**src/rtl/alu_seq_ctrl.sv**
```systemverilog
// ---------------------------------------------------------------------------
// alu_seq_ctrl
//   Multi-cycle arithmetic sequencer between CPU issue and writeback. A single
//   16-bit adder/subtractor is time-shared to execute ADD, SUB, unsigned
//   shift-add MUL (16x16->32) and unsigned restoring DIV (quotient/remainder).
//
// Ports
//   clk        in   system clock, rising edge
//   rst_n      in   asynchronous active-low reset
//   in_valid   in   command valid
//   in_ready   out  controller idle, command can be accepted
//   op         in   00 ADD, 01 SUB, 10 MUL, 11 DIV
//   a          in   operand A / multiplicand / dividend
//   b          in   operand B / multiplier / divisor
//   out_valid  out  result valid (held until out_ready)
//   out_ready  in   consumer accepts result
//   res_lo     out  sum/difference, product[15:0] or quotient
//   res_hi     out  0 for ADD/SUB, product[31:16] or remainder
//   ovf        out  ADD/SUB signed overflow, MUL product > 16 bits, DIV 0
//   dz         out  DIV with b == 0
//   busy       out  controller not idle
// ---------------------------------------------------------------------------

// 16-bit adder/subtractor: s = a + b (m=0) or a - b (m=1); f = signed overflow.
// Its carry-out is not exported; the sequencer reconstructs it from sign bits.
module adder_subtractor16 (
    input  logic [15:0] a,
    input  logic [15:0] b,
    input  logic        m,
    output logic [15:0] s,
    output logic        f
);
    logic [15:0] b_x;

    assign b_x = b ^ {16{m}};
    assign s   = a + b_x + {15'd0, m};
    assign f   = (a[15] == b_x[15]) && (s[15] != a[15]);
endmodule

module alu_seq_ctrl #(
    parameter int WIDTH = 16
) (
    input  logic             clk,
    input  logic             rst_n,
    input  logic             in_valid,
    output logic             in_ready,
    input  logic [1:0]       op,
    input  logic [WIDTH-1:0] a,
    input  logic [WIDTH-1:0] b,
    output logic             out_valid,
    input  logic             out_ready,
    output logic [WIDTH-1:0] res_lo,
    output logic [WIDTH-1:0] res_hi,
    output logic             ovf,
    output logic             dz,
    output logic             busy
);
    generate
        if (WIDTH != 16) begin : g_width_check
            $error("alu_seq_ctrl: WIDTH must be 16 to match the adder/subtractor");
        end
    endgenerate

    localparam logic [1:0] IDLE = 2'd0;
    localparam logic [1:0] EXEC = 2'd1;
    localparam logic [1:0] ITER = 2'd2;
    localparam logic [1:0] DONE = 2'd3;

    localparam logic [1:0] OP_ADD = 2'b00;
    localparam logic [1:0] OP_SUB = 2'b01;
    localparam logic [1:0] OP_MUL = 2'b10;
    localparam logic [1:0] OP_DIV = 2'b11;

    // Unsigned carry of an addition, rebuilt from the operand and sum MSBs.
    function automatic logic add_carry(input logic a15, input logic b15, input logic s15);
        return (a15 & b15) | ((a15 ^ b15) & ~s15);
    endfunction

    // Unsigned A >= B of a subtraction, rebuilt from the operand and difference MSBs.
    function automatic logic sub_no_borrow(input logic a15, input logic b15, input logic s15);
        return (a15 & ~b15) | (~(a15 ^ b15) & ~s15);
    endfunction

    logic [1:0]       state;
    logic [1:0]       op_r;
    logic [4:0]       cnt;
    // acc_hi: P_hi (MUL) or R (DIV); acc_lo: P_lo/multiplier (MUL), Q (DIV),
    // or operand A (ADD/SUB, DIV-by-zero dividend); opnd: multiplicand/divisor/B.
    logic [WIDTH-1:0] acc_hi;
    logic [WIDTH-1:0] acc_lo;
    logic [WIDTH-1:0] opnd;

    logic [WIDTH-1:0] add_a;
    logic [WIDTH-1:0] add_b;
    logic             add_m;
    logic [WIDTH-1:0] add_s;
    logic             add_f;

    logic             mul_c;
    logic [WIDTH-1:0] mul_hi_nxt;
    logic [WIDTH-1:0] mul_lo_nxt;
    logic             div_take;
    logic [WIDTH-1:0] div_hi_nxt;
    logic [WIDTH-1:0] div_lo_nxt;
    logic [WIDTH-1:0] iter_hi_nxt;
    logic [WIDTH-1:0] iter_lo_nxt;

    adder_subtractor16 u_addsub (
        .a (add_a),
        .b (add_b),
        .m (add_m),
        .s (add_s),
        .f (add_f)
    );

    // Adder operand steering: EXEC uses A op B directly; MUL iterations add
    // the multiplicand to P_hi; DIV iterations trial-subtract the divisor from
    // the left-shifted partial remainder.
    always_comb begin
        add_a = acc_lo;
        add_b = opnd;
        add_m = op_r[0];
        if (state == ITER) begin
            if (op_r == OP_MUL) begin
                add_a = acc_hi;
                add_m = 1'b0;
            end else begin
                add_a = {acc_hi[WIDTH-2:0], acc_lo[WIDTH-1]};
                add_m = 1'b1;
            end
        end
    end

    always_comb begin
        // MUL: conditionally add, then shift {c, P_hi, P_lo} right by one.
        mul_c      = add_carry(add_a[WIDTH-1], add_b[WIDTH-1], add_s[WIDTH-1]);
        mul_hi_nxt = acc_lo[0] ? {mul_c, add_s[WIDTH-1:1]} : {1'b0, acc_hi[WIDTH-1:1]};
        mul_lo_nxt = {(acc_lo[0] ? add_s[0] : acc_hi[0]), acc_lo[WIDTH-1:1]};

        // DIV: acc_hi[MSB] is the bit shifted into r_ext; when set, the
        // 17-bit remainder is certainly >= divisor, so the subtract is taken.
        div_take   = acc_hi[WIDTH-1] |
                     sub_no_borrow(add_a[WIDTH-1], add_b[WIDTH-1], add_s[WIDTH-1]);
        div_hi_nxt = div_take ? add_s : add_a;
        div_lo_nxt = {acc_lo[WIDTH-2:0], div_take};

        iter_hi_nxt = (op_r == OP_MUL) ? mul_hi_nxt : div_hi_nxt;
        iter_lo_nxt = (op_r == OP_MUL) ? mul_lo_nxt : div_lo_nxt;
    end

    always_ff @(posedge clk or negedge rst_n) begin
        if (!rst_n) begin
            state  <= IDLE;
            op_r   <= OP_ADD;
            cnt    <= 5'd0;
            acc_hi <= '0;
            acc_lo <= '0;
            opnd   <= '0;
            res_lo <= '0;
            res_hi <= '0;
            ovf    <= 1'b0;
            dz     <= 1'b0;
        end else begin
            case (state)
                IDLE: begin
                    if (in_valid) begin
                        op_r   <= op;
                        cnt    <= 5'd0;
                        acc_hi <= '0;
                        if (op == OP_MUL) begin
                            acc_lo <= b;
                            opnd   <= a;
                        end else begin
                            acc_lo <= a;
                            opnd   <= b;
                        end
                        // Only MUL and DIV with a non-zero divisor iterate.
                        if (op == OP_MUL || (op == OP_DIV && b != '0))
                            state <= ITER;
                        else
                            state <= EXEC;
                    end
                end
                EXEC: begin
                    state <= DONE;
                    if (op_r == OP_DIV) begin
                        res_lo <= '1;
                        res_hi <= acc_lo;
                        ovf    <= 1'b0;
                        dz     <= 1'b1;
                    end else begin
                        res_lo <= add_s;
                        res_hi <= '0;
                        ovf    <= add_f;
                        dz     <= 1'b0;
                    end
                end
                ITER: begin
                    acc_hi <= iter_hi_nxt;
                    acc_lo <= iter_lo_nxt;
                    cnt    <= cnt + 5'd1;
                    if (cnt == 5'd15) begin
                        state  <= DONE;
                        res_lo <= iter_lo_nxt;
                        res_hi <= iter_hi_nxt;
                        ovf    <= (op_r == OP_MUL) && (iter_hi_nxt != '0);
                        dz     <= 1'b0;
                    end
                end
                DONE: begin
                    if (out_ready)
                        state <= IDLE;
                end
                default: state <= IDLE;
            endcase
        end
    end

    assign in_ready  = (state == IDLE);
    assign out_valid = (state == DONE);
    assign busy      = (state != IDLE);

endmodule

```
**config.mk**
```make
export PLATFORM = sky130hd
export DESIGN_NAME = alu_seq_ctrl
export DESIGN_NICKNAME = d
export VERILOG_FILES = /design/src/rtl/alu_seq_ctrl.sv
export SDC_FILE = /design/constraint.sdc
export NUM_CORES = 1
export LEC_CHECK = 0
export CAP_MARGIN = 20
export CORE_MARGIN = 5
export CORE_UTILIZATION = 50
export CTS_CLUSTER_DIAMETER = 40
export DETAILED_ROUTE_END_ITERATION = 16
export PLACE_DENSITY = 0.72
export SLEW_MARGIN = 40
export SYNTH_ARGS = -nofsm -noshare
export SYNTH_HDL_FRONTEND = slang
export SYNTH_HIERARCHICAL = 1
export SYNTH_SLANG_ARGS = --single-unit
```
**constraint.sdc**
```tcl
create_clock -name clk -period 11 [get_ports clk]
set_clock_uncertainty 0.1 [all_clocks]
set_input_delay 2.2 -clock clk [delete_from_list [all_inputs] [get_ports clk]]
set_output_delay 2.2 -clock clk [all_outputs]
set_load 0.1 [all_outputs]
```
=== After elaboration in Yosys (flattened, before gate mapping) ===
Index checks and enable logic that the tools add are counted.

* Add/subtract/negate cells: 3
* Multipliers: 0
* Divide/modulo/power cells: 0
* Magnitude comparators: 0
* Equality and inequality tests: 13
* Shift-type cells: 0
* Muxes and demuxes: 34
* Bitwise operators: 12
* Reductions and logical operators: 14

{| class="wikitable"
|+ Operator list
! kind !! number
|-
| $mux 16 || 14
|-
| $pmux 16 s2 || 4
|-
| $reduce_bool 16->1 || 2
|-
| $add 16x1->16 || 1
|-
| $add 16x16->16 || 1
|-
| $xor 16x16->16 || 1
|-
| $eq 2x2->1 const B || 6
|-
| $pmux 5 s2 || 1
|-
| $mux 2 || 4
|-
| $pmux 2 s4 || 1
|-
| $mux 1 || 7
|-
| $reduce_and 2->1 || 3
|-
| $reduce_bool 2->1 || 3
|-
| $add 5x1->5 const B || 1
|-
| $eq 5x4->1 const B || 1
|-
| $mux 5 || 1
|-
| $and 1x1->1 || 4
|-
| $ne 2x1->1 const B || 2
|-
| $pmux 1 s2 || 2
|-
| $logic_and 1x1->1 || 3
|-
| $not 1->1 || 3
|-
| $or 1x1->1 || 3
|-
| $reduce_and 3->1 || 1
|-
| $eq 2x1->1 const B || 1
|-
| 6 further kinds || 6
|}

* Register bits: 91
* Bits in latches: 0
* Memory bits (writable): 0
* Bits in read-only memories: 0
* Input port bits: 38
* Output and inout port bits: 37
* Logic and storage cells: 86
* Memories kept: 0

=== Logic depth before layout (Yosys ltp) ===
* Depth in word-level cells: 16
* Depth in mapped cells: 24
* Depth with buffers taken out: 17

=== By module ===
The synthesis kept the hierarchy.

{| class="wikitable"
|+ By module, submodules not included
! module !! instances !! cells an instance !! area an instance (µm²) !! sequential area each (µm²)
|-
| alu_seq_ctrl || 1 || 649 || 5659.2 || 2277.2
|-
| adder_subtractor16 || 1 || 133 || 989.7 || 0.0
|}

=== Worst setup path before layout ===
Ideal clock, no wire load.

* Kind: flip-flop to flip-flop
* Start: register state[0]
* End: register ovf
* Arrival: 4634 ps
* Required time: 10769 ps
* Path slack: 6135 ps
* Cell stages (with the launch flop): 24
* Path buffers: 8
* Clock period less this slack: 4865 ps
* Path through: dfrtp_1 inv_1 ha_1 buf_4 buf_4 buf_2 buf_1 a21o_1 buf_4 buf_2 xor2_1 ha_1 and2_1 buf_2 nand3_1 o311a_1 xnor2_1 nand2b_4 nand2_1 buf_2 a221oi_2 o22ai_1 nor4_1 a31oi_1

* Longest elaborated chain between the ends: 15
* Elaborated cells on any way between the ends: 31

{| class="wikitable"
|+ RTL lines
! element !! line !! text
|-
| from (decl) || 84 || <nowiki>logic [1:0] state;</nowiki>
|-
| from (signal assigned) || 153 || <nowiki>state <= IDLE;</nowiki>
|-
| from (signal assigned) || 179 || <nowiki>state <= ITER;</nowiki>
|-
| from (signal assigned) || 181 || <nowiki>state <= EXEC;</nowiki>
|-
| $eq 2x2->1 (*) || 123 || <nowiki>if (state == ITER) begin</nowiki>
|-
| $mux 1 (*) || 123 ||
|-
| net add_m || 95 || <nowiki>logic add_m;</nowiki>
|-
| $xor 16x16->16 || 35 || <nowiki>assign b_x = b ^ {16{m}};</nowiki>
|-
| $add 16x16->16 || 36 || <nowiki>assign s = a + b_x + {15'd0, m};</nowiki>
|-
| $add 16x1->16 (*) || 36 ||
|-
| net add_s[15] || 96 || <nowiki>logic [WIDTH-1:0] add_s;</nowiki>
|-
| $not 1->1 || 76, 81 ||
|-
| $and 1x1->1 || 81 || <nowiki>return (a15 & ~b15) | (~(a15 ^ b15) & ~s15);</nowiki>
|-
| $or 1x1->1 || 81 ||
|-
| $or 1x1->1 || 142 || <nowiki>div_take = acc_hi[WIDTH-1] |</nowiki>
|-
| $mux 16 || 144 || <nowiki>div_hi_nxt = div_take ? add_s : add_a;</nowiki>
|-
| $mux 16 || 147 || <nowiki>iter_hi_nxt = (op_r == OP_MUL) ? mul_hi_nxt : div_hi_nxt;</nowiki>
|-
| $reduce_bool 16->1 || 206 || <nowiki>ovf <= (op_r == OP_MUL) && (iter_hi_nxt != '0);</nowiki>
|-
| $logic_and 1x1->1 || 206 ||
|-
| $mux 1 || 202 || <nowiki>if (cnt == 5'd15) begin</nowiki>
|-
| $pmux 1 s2 (*) || 164 || <nowiki>case (state)</nowiki>
|-
| to (signal assigned) || 206 ||
|-
| to (decl) || 54 || <nowiki>output logic ovf,</nowiki>
|}

The timed path passes the listed nets; every way through them passes the cells marked *. The select of a mux whose other input is x is not followed.
A chain may end at the register's enable or synchronous reset.

=== Final worst setup path ===
Same ends and word-level chain as after synthesis.

==> metrics.md <==
| Metric | Value |
|---|---|
| Post-Syn Area per Cell | 8.50 µm² |
| Synth async-reset ratio | 100% |
| Layout fillers | 1230 |
| Routed wl met2 | between 9000 and 10000 µm |
| Fin. Hold Viols | 0 |
| Met3 routed WL | between 1000 and 1500 µm |
| CTS tree | built |
| Worst path max stage delay | 720 ps |
| Status | finished, final reports clean |
| Tcrit/Tclk final | approximately 56% |
| RSZ-0062 raised after global routing | no |
| Layout cell share with drive strength beyond 1 | 13.8% |
| Post-cts sizing count | 0 |
| Clock Pin Slew Worst Setup and Hold Paths | 70 ps |
| IO buf count | 74 |
| DR pass1 iterations | 6 |
| DR DRC count | 0 |
| Metal-1 WL | 9020 µm |
| Worst setup EP type | flop |
| Row cnt | 42 |
| Syn nets | roughly 840 |
| Number of global-route vias before repair | 6015 |
| CTS root buffer | clkbuf_16 |
| Critical path type | reg2reg |
| Initial antenna violation count | 0 |
| Die Height | 125 µm |
| Critical path, cell by cell | inv_1 > ha_2 > buf_4 > a21o_1 > xor2_1 > ha_1 > and2_1 > a21oi_2 > or3b_1 > o311a_1 > xnor2_1 > nand2b_4 > nand2_1 > a221oi_2 > o22ai_1 > nor4_1 > a31oi_1 |
| Number of flops mapped to enable cells by yosys | 0 |
| Crit path DAT | 6300 ps |
| Htree depth | 3 |
| Hpwl dp | 15600 µm |
| Post-CTS setup buffers | 0 |
| Min Tclk post-route | 6180 ps |
| Starting density of the core | between 50 and 60% |
| Post-DP Area | 0.00720 mm² |
| Fin Setup TNS | 0 ps |
| Hold Crit Class | reg2reg |
| Clk buf depth | 2 |
| Syn. warnings | 6 |
| Hold Crit Depth | 2 |
| Synth Cell Area | 0.00665 mm² |
| Reg2reg path depth | 17 |
| Final setup fails | 0 |
| Worst-Margin Slew | 832 ps |
| Worst-path fanout max | 63 |
| Yosys reg bits | 91 |
| Area growth, synth to finish | 13.1% |
| GPL Wtd Cong | around 0.98 |
| Largest net degree at the start of global routing | 64 |
| Design area | between 0.007 and 0.008 mm² |
| Clock Latency Late Sink | 350 ps |
| DRT iter0 DRCs | roughly 650 |
| Top Metal Used | met4 |
| Die X | 125 µm |
| ANT cells | 0 |
| Grt ovf | 0 |
| First-pass GRT wire length | 33300 µm |
| Floorplan core area | 0.0131 mm² |
| Die Area | 0.0157 mm² |
| Hold Buf Count CTS | 0 |
| Ports | 75 |
| Drt total wl | 21000 µm |
| Post-route ant nets | 0 |
| Max Clock Freq | about 0.16 GHz |
| GRT Overall Usage | 26.8% |
| Fin nets | 881 |
| Post-DR vias/cell | 6.13 |
| Slew HR | about 45% |
| Crit-path slowest cell | a21o_1 |
| Post-synthesis sequential area ratio | 34.2% |
| Vias | 6134 |
| TritonCTS Buffers | 9 |
| Clock Sinks | 91 |
| Slew Limit Fails | 0 |
| Main synth FF type | dfrtp_1 |
| Max Cap Violations | 0 |
| Synthesized instance count | 782 |
| DR WL/cell | 20.9 µm |
| Critical Path Source Type | flop |
| Distinct cells, synth | just over 80 |
| WP data required | 11120 ps |
[state kept, by name (all words and copies together), names as in the netlist]
signal	flops
dz	1
res_lo	16
acc_lo	16
state	2
cnt	5
ovf	1
add_b	16
op_r	2
res_hi	16
acc_hi	16
[placed cells by master (no fill, tap or decap), drive strengths merged, types with 4 or more instances in the layout]
master / count
o21ai: 87
mux2i: 26
nand2: 113
xor2: 19
a21boi: 6
ha: 22
nand2b: 7
o311ai: 4
buf: 48
o211a: 5
a211oi: 14
mux2: 16
and2: 8
clkbuf: 10
xnor2: 9
dfrtp: 91
a22o: 13
nor2: 86
nand3: 17
a21o: 5
a221oi: 11
and4bb: 5
o211ai: 6
inv: 25
nor2b: 5
a311oi: 7
nor3: 5
a21oi: 41
clkdlybuf4s50: 36
a31oi: 13
o22ai: 7
nor4: 4
[cells by family after synthesis]
| family | count (synthesis) | synth area share [%] |
|---|---|---|
| AOI/OAI and AO/OA | 247 | 26.1 |
| xor gates and xnor gates | 28 | 3.69 |
| adders and majority gates | 23 | 4.44 |
| buffers and inverters | 81 | 6.19 |
| DFF | 91 | 34.2 |
| muxes | 42 | 6.68 |
| and+or+nand+nor | 270 | 18.7 |
[worst max-delay path, delay by kind of cell (launching register included)]
kind | cells | cell delay (ps)
AOI/OAI and AO/OA | 6 | 1650
and+or+nand+nor | 5 | 1510
adders and majority gates | 2 | 1020
xor gates and xnor gates | 2 | 600
buffers and inverters | 2 | 740
DFF | 1 | 380
[path summary, 6_finish.rpt]
path / startpoint / endpoint / slack (ps)
max: state[0] / ovf / 4820
min: res_lo[15] / res_lo[15] / 370
max reg2reg: state[0] / ovf / 4820
min reg2reg: res_lo[15] / res_lo[15] / 370
max in group asynchronous: rst_n / acc_hi[0] / 8210
min in group asynchronous: rst_n / res_lo[12] / 1690
[metrics by stage]
step / cells / hold slack [ps] / setup WS [ps] / util [%]
floorplan: 782 / 350 / 6140 / -
global placement: 985 / 364 / 4940 / 56.2
detailed placement: 985 / 367 / 4800 / 54.8
CTS: 1001 / 382 / 4760 / 57.2
global route: 1001 / 404 / 4310 / 57.2
finish: 1001 / 374 / 4820 / 57.2
[per-layer routing]
| layer | GRT usage, % | vias up |
|---|---|---|
| met2 | 42.3 | 263 |
| li1 | - | 2904 |
| met3 | 4.43 | 52 |
| met4 | 12.2 | 0 |
| met1 | 36.4 | 2915 |
| met5 | 0 | - |
[cell type report]
type                       instances  area [µm²]  share of cell area (%)
clock buffer                      10         229                    3.04
tap                              176         220                    2.93
sequential                        91        2280                    30.3
multi-input combinational        610        3980                    53.0
clock inverter                     6        88.8                    1.18
timing repair buffer              84         632                    8.40
inverter                          24        90.1                    1.20
[cell usage after synthesis, drive strengths merged (3+ instances only)]
cell type,count,share of area [%]
nand2,113,6.4
dfrtp,91,34
o21ai,87,6.7
nor2,86,5.0
a21oi,41,3.2
buf,35,3.6
mux2i,26,4.0
inv,24,1.4
clkbuf,22,1.2
ha,22,4.1
xor2,19,2.5
nand3,17,1.3
mux2,16,2.7
a211oi,14,1.8
a22o,13,1.7
a31oi,13,1.3
a221oi,11,1.6
xnor2,9,1.2
and2,8,0.75
a311oi,7,1.5
nand2b,7,0.77
o22ai,7,0.66
a21boi,6,0.68
o211ai,6,0.68
a21o,5,0.58
and4bb,5,0.94
nor2b,5,0.51
nor3,5,0.38
o211a,5,0.75
nor4,4,0.38
o311ai,4,0.87
a2111oi,3,0.49
a32o,3,0.45
a32oi,3,0.40
and3,3,0.28
and3b,3,0.40
o31ai,3,0.34
Power is left out: the tool's default activity adds up to more than one toggle a clock period on the data nets, which glitch-free logic cannot reach.
